$ cat src/rtl/huc6261_pkg.sv
// Shared constants and state encoding for the HuC6261 colour-palette loader.
// AR values select which 6261 register the following data-port write targets.
package huc6261_pkg;

    localparam logic [4:0] AR_CPA    = 5'd1;
    localparam logic [4:0] AR_CPD    = 5'd2;
    localparam logic [4:0] AR_CPD_RD = 5'd3;
    localparam logic [4:0] AR_CPAO   = 5'd4;

    typedef enum logic [3:0] {
        IDLE    = 4'd0,
        WAIT    = 4'd1,
        SEL_CPA = 4'd2,
        WR_CPA  = 4'd3,
        SEL_CPD = 4'd4,
        WR_DATA = 4'd5,
        GAP     = 4'd6,
        RESTORE = 4'd7,
        DONE    = 4'd8
    } cp_ld_state_t;

    function automatic logic is_stroke(input cp_ld_state_t s);
        return (s == SEL_CPA) || (s == WR_CPA) || (s == SEL_CPD) ||
               (s == WR_DATA) || (s == RESTORE);
    endfunction

endpackage

$ cat src/rtl/huc6261_cp_loader.sv
// Shares the HuC6261 register port between the CPU and a streaming palette loader.
// The loader owns the port only during single-cycle write strokes; the CPU owns it otherwise.
module huc6261_cp_loader
    import huc6261_pkg::*;
#(
    parameter int GAP_CE = 2
) (
    input  logic        CLK,
    input  logic        RST,
    input  logic        CE,
    input  logic        CPU_CSn,
    input  logic        CPU_WRn,
    input  logic        CPU_RDn,
    input  logic        CPU_A2,
    input  logic [15:0] CPU_DI,
    output logic [15:0] CPU_DO,
    output logic        CPU_READY,
    input  logic        LD_START,
    input  logic [8:0]  LD_ADDR,
    input  logic [9:0]  LD_COUNT,
    input  logic [15:0] LD_DATA,
    input  logic        LD_VALID,
    output logic        LD_READY,
    output logic        LD_BUSY,
    output logic        LD_DONE,
    output logic        CSn,
    output logic        WRn,
    output logic        RDn,
    output logic        A2,
    output logic [15:0] DO,
    input  logic [15:0] DI
);

    localparam int GW = (GAP_CE > 1) ? $clog2(GAP_CE) : 1;
    localparam logic [GW-1:0] GAP_LOAD = GW'(GAP_CE - 1);

    cp_ld_state_t state;
    cp_ld_state_t ret_state;
    cp_ld_state_t pick;
    cp_ld_state_t gap_exit;
    logic [GW-1:0] gap_cnt;
    logic [8:0]    cur_addr;
    logic [9:0]    remain;
    logic [4:0]    ar_shadow;
    logic          cpu_touched;
    logic          need_cpa;
    logic          ld_own;
    logic          cpu_wr;
    logic          busy;

    assign ld_own = is_stroke(state);
    assign cpu_wr = ~ld_own & ~CPU_CSn & ~CPU_WRn;
    assign busy   = (state != IDLE) && (state != DONE);

    // Next stroke once the port is free: a CPU write may have moved AR/CPA, so reselect fully.
    always_comb begin
        pick = WAIT;
        if (CPU_CSn) begin
            if (need_cpa || cpu_touched)
                pick = SEL_CPA;
            else if (LD_VALID)
                pick = WR_DATA;
        end
    end

    always_comb begin
        gap_exit = ret_state;
        case (ret_state)
            WAIT: gap_exit = pick;
            WR_CPA, SEL_CPD: begin
                if (!CPU_CSn)
                    gap_exit = GAP;
                else if (cpu_touched)
                    gap_exit = SEL_CPA;
            end
            RESTORE: if (!CPU_CSn) gap_exit = GAP;
            default: ;
        endcase
    end

    always_ff @(posedge CLK or posedge RST) begin
        if (RST) begin
            state       <= IDLE;
            ret_state   <= IDLE;
            gap_cnt     <= '0;
            cur_addr    <= '0;
            remain      <= '0;
            ar_shadow   <= '0;
            cpu_touched <= 1'b0;
            need_cpa    <= 1'b0;
        end else if (CE) begin
            if (cpu_wr && !CPU_A2)
                ar_shadow <= CPU_DI[4:0];
            if (cpu_wr && busy)
                cpu_touched <= 1'b1;
            case (state)
                IDLE: begin
                    if (LD_START) begin
                        cur_addr    <= LD_ADDR;
                        remain      <= LD_COUNT;
                        need_cpa    <= 1'b1;
                        cpu_touched <= 1'b0;
                        state       <= (LD_COUNT == 10'd0) ? DONE : WAIT;
                    end
                end
                WAIT: state <= pick;
                SEL_CPA: begin
                    cpu_touched <= 1'b0;
                    need_cpa    <= 1'b0;
                    ret_state   <= WR_CPA;
                    gap_cnt     <= GAP_LOAD;
                    state       <= GAP;
                end
                WR_CPA: begin
                    ret_state <= SEL_CPD;
                    gap_cnt   <= GAP_LOAD;
                    state     <= GAP;
                end
                SEL_CPD: begin
                    ret_state <= WAIT;
                    gap_cnt   <= GAP_LOAD;
                    state     <= GAP;
                end
                WR_DATA: begin
                    cur_addr  <= cur_addr + 9'd1;
                    remain    <= remain - 10'd1;
                    ret_state <= (remain == 10'd1) ? RESTORE : WAIT;
                    gap_cnt   <= GAP_LOAD;
                    state     <= GAP;
                end
                GAP: begin
                    if (gap_cnt != '0)
                        gap_cnt <= gap_cnt - 1'b1;
                    else
                        state <= gap_exit;
                end
                RESTORE: begin
                    ret_state <= DONE;
                    gap_cnt   <= GAP_LOAD;
                    state     <= GAP;
                end
                DONE:    state <= IDLE;
                default: state <= IDLE;
            endcase
        end
    end

    always_comb begin
        CSn       = CPU_CSn;
        WRn       = CPU_WRn;
        RDn       = CPU_RDn;
        A2        = CPU_A2;
        DO        = CPU_DI;
        CPU_READY = 1'b1;
        if (ld_own) begin
            CSn       = 1'b0;
            WRn       = 1'b0;
            RDn       = 1'b1;
            CPU_READY = CPU_CSn;
            case (state)
                SEL_CPA: begin A2 = 1'b0; DO = {11'b0, AR_CPA};    end
                WR_CPA:  begin A2 = 1'b1; DO = {7'b0, cur_addr};   end
                SEL_CPD: begin A2 = 1'b0; DO = {11'b0, AR_CPD};    end
                WR_DATA: begin A2 = 1'b1; DO = LD_DATA;            end
                default: begin A2 = 1'b0; DO = {11'b0, ar_shadow}; end
            endcase
        end
        // Strobes must release the instant reset asserts, even mid-stroke.
        if (RST) begin
            CSn       = 1'b1;
            WRn       = 1'b1;
            RDn       = 1'b1;
            A2        = 1'b0;
            DO        = '0;
            CPU_READY = 1'b1;
        end
    end

    assign CPU_DO   = DI;
    assign LD_READY = CE & LD_VALID & (state == WR_DATA);
    assign LD_BUSY  = busy;
    assign LD_DONE  = CE & (state == DONE);

endmodule

$ cat config.mk
export PLATFORM = sky130hd
export DESIGN_NAME = huc6261_cp_loader
export DESIGN_NICKNAME = d
export VERILOG_FILES = /design/src/rtl/huc6261_pkg.sv /design/src/rtl/huc6261_cp_loader.sv
export SDC_FILE = /design/constraint.sdc
export NUM_CORES = 1
export LEC_CHECK = 0
export BUFFER_PORTS_ARGS = -buffer_cell sky130_fd_sc_hd__buf_2
export CAP_MARGIN = 20
export CORE_MARGIN = 2
export CORE_UTILIZATION = 48
export DETAILED_ROUTE_END_ITERATION = 8
export GPL_TIMING_DRIVEN = 1
export PLACE_DENSITY = 0.91
export REMOVE_ABC_BUFFERS = 1
export SLEW_MARGIN = 20
export SYNTH_ARGS = -nofsm -noshare
export SYNTH_HDL_FRONTEND = slang
export SYNTH_SLANG_ARGS = --single-unit
$ cat constraint.sdc
create_clock -name CLK -period 3.4 [get_ports CLK]
set_clock_uncertainty 0.15 [all_clocks]
set_input_delay 1.02 -clock CLK [delete_from_list [all_inputs] [get_ports CLK]]
set_output_delay 1.02 -clock CLK [all_outputs]
set_load 0.1 [all_outputs]
==> results.json <==
{
  "insertedDiodeCount": 0,
  "layout_commonest_cell": "buf_2",
  "syn-instance-count": 352,
  "dp_slack_ns": 0.372,
  "coreArea_um2": 5570,
  "io_pins": 116,
  "grt_max_degree": 36,
  "ys_ff_latch": 35,
  "drcViolationCount": 0,
  "drive_gt1_share_pct": 30.2,
  "port_buffers": 83,
  "syn_to_final_growth_pct": 26.5,
  "status": "complete, no violations",
  "avgRoutedWirePerCell_um": 17.7,
  "rsz0062_at_grt": "false",
  "synth_edf_count": 0,
  "cts_tree": "done",
  "rows": 27,
  "ir_drop_v": 0.000618,
  "final_net_count": 489,
  "startpoint_type": "register",
  "cts.clk_slew.worst_paths_ns": 0.07,
  "multi_input_area_um2": 1610,
  "antenna_found_initial": 0,
  "slew_violations": 0,
  "grt_pass1_wl_um": 13400,
  "setup_tns_ns": 0,
  "p_leak_nw": 1.51,
  "start_util_pct": 50.1,
  "critPathArrivalTime_ns": 2.15,
  "wirelength_um": 8530,
  "final_core_util_pct": 63.3,
  "min_period_over_period_pct": 97.8,
  "first_iter_violations": 337,
  "synth_cell_types": 56,
  "yosysWarnings": 0,
  "nFillCells": 466,
  "cts_max_path_buffers": 2,
  "cp-end-kind": "primary output",
  "async_flop_share_pct": 100,
  "ys.flop_type": "dfrtp_1",
  "ys_seq_area_share_pct": 31.4,
  "via_per_inst": 6.22,
  "worst_slack_ns": 0.0758,
  "power.density_nw_per_um2": 1080,
  "dp_hpwl_um": 6230,
  "die_area_um2": 6440,
  "maxCapViolCount": 0,
  "place.gp.congestion": 0.940,
  "ctsHoldBuffers": 0,
  "synth_area_um2": 2790,
  "grt_usage_pct": 26.8,
  "layout.cells.most_common_list": "buf_2 (64), nand2_1 (38), a21oi_1 (37)",
  "rrSetupSlack_ns": 1.00,
  "max_freq_mhz": 301,
  "required_ns": 2.23,
  "critPathMaxFanout": 17,
  "total_power_mw": 3.81,
  "gr-total-overflow": 0,
  "drtAntennaViolNets": 0,
  "rr_startpoint": "state[3]",
  "worstMarginPinSlew_ns": 0.660,
  "clkLatencyLatePin_ns": 0.30,
  "cts_made_buffers": 5,
  "critical_path_class": "register to primary output",
  "die_w_um": 80.2,
  "fin_crit_ns": 3.32,
  "setup_violations": 0,
  "num_vias": 3003,
  "clock-sinks": 35,
  "drt-pass1-iter-count": 6,
  "hp-start": "gap_cnt",
  "seq_area_um2": 877,
  "hold_slack_ns": 0.356,
  "cts-resized-gates": 0,
  "grt_pass1_vias": 2821,
  "cts_setup_buffers": 0,
  "dieHeight_um": 80.2,
  "syn_area_per_cell_um2": 7.93,
  "cts-htree-levels": 2,
  "timing_hold_violations_final": 0,
  "cts_root_buf": "clkbuf_8",
  "max_slew_margin_pct": 54.9,
  "hp-class": "register to register",
  "critPathLaunch": "state[1]"
}
power breakdown:
group	internal (mW)	switching [mW]	total, mW
clock network	0.292	0.165	0.458
registers	0.616	0.288	0.904
logic	0.880	1.57	2.45
per-layer routing:
layer  vias to the layer above  global-route usage [%]  share of wire [%]
met3                        21                    8.43                8.7
met5                         -                       0                  0
met4                         0                    8.98                2.0
met2                       161                    44.6                 50
met1                      1436                    32.7                 39
li1                       1385                       -                  -
registers in the layout (all words and copies together) (netlist names):
| signal | count |
|---|---|
| ret_state | 4 |
| cpu_touched | 1 |
| remain | 10 |
| state | 4 |
| gap_cnt | 1 |
| ar_shadow | 5 |
| cur_addr | 9 |
| need_cpa | 1 |
synthesized netlist by cell type, drive strengths merged (4+ instances only):
master	count	area, um2
inv	8	30.0
mux2	7	78.8
o21ai	32	164
a22oi	8	60.1
nor3	8	40.0
dfrtp	35	876
mux2i	4	40.0
nor2	31	119
buf	34	246
nand2b	6	37.5
nor4	4	25.0
clkbuf	9	35.0
a31oi	7	43.8
nand4	5	31.3
nand2	41	161
a21oi	37	185
o22ai	8	50.1
nand3	10	50.1
and3	7	43.8
a222oi	4	40.0
area by class of cell:
class	instances	share of cell area (%)
well taps	72	2.55
flip-flops and latches	35	24.9
inverters	8	0.851
clock buffers	5	1.95
clock inverters	3	1.91
repair buffers	94	22.2
multi-input cells	266	45.7
metrics by stage:
step / instances / instance area [um2]
floorplan: 309 / 2510
global placement: 475 / 3380
detailed placement: 475 / 3380
CTS: 483 / 3520
global route: 483 / 3530
finish: 483 / 3530
final timing paths:
| path | end | cells after the start |
|---|---|---|
| max | DO[8] | 7 |
| min | gap_cnt | 1 |
| max reg2reg | ret_state[1] | 5 |
| min reg2reg | gap_cnt | 1 |
| max in group asynchronous | state[2] | 3 |
| min in group asynchronous | ar_shadow[1] | 3 |
cell families (layout without fill, tap and decap cells):
kind of cell	after synthesis	in the layout	synth area share [%]
and+or+nand+nor	132	132	24.4
AOI/OAI and AO/OA	120	120	27.4
buffers and inverters	51	110	11.2
DFF	35	35	31.4
muxes	11	11	4.26
adders and majority gates	3	3	1.35
worst max-delay path, stage by stage, from the launching register on:
cell      delay (ns)
dfrtp_1         0.53
or2_4           0.22
o21ai_2         0.07
nand2b_1        0.16
buf_4           0.21
a222oi_1        0.35
nor2_1          0.13
buf_12          0.18
(Power assumes the default switching activity.)
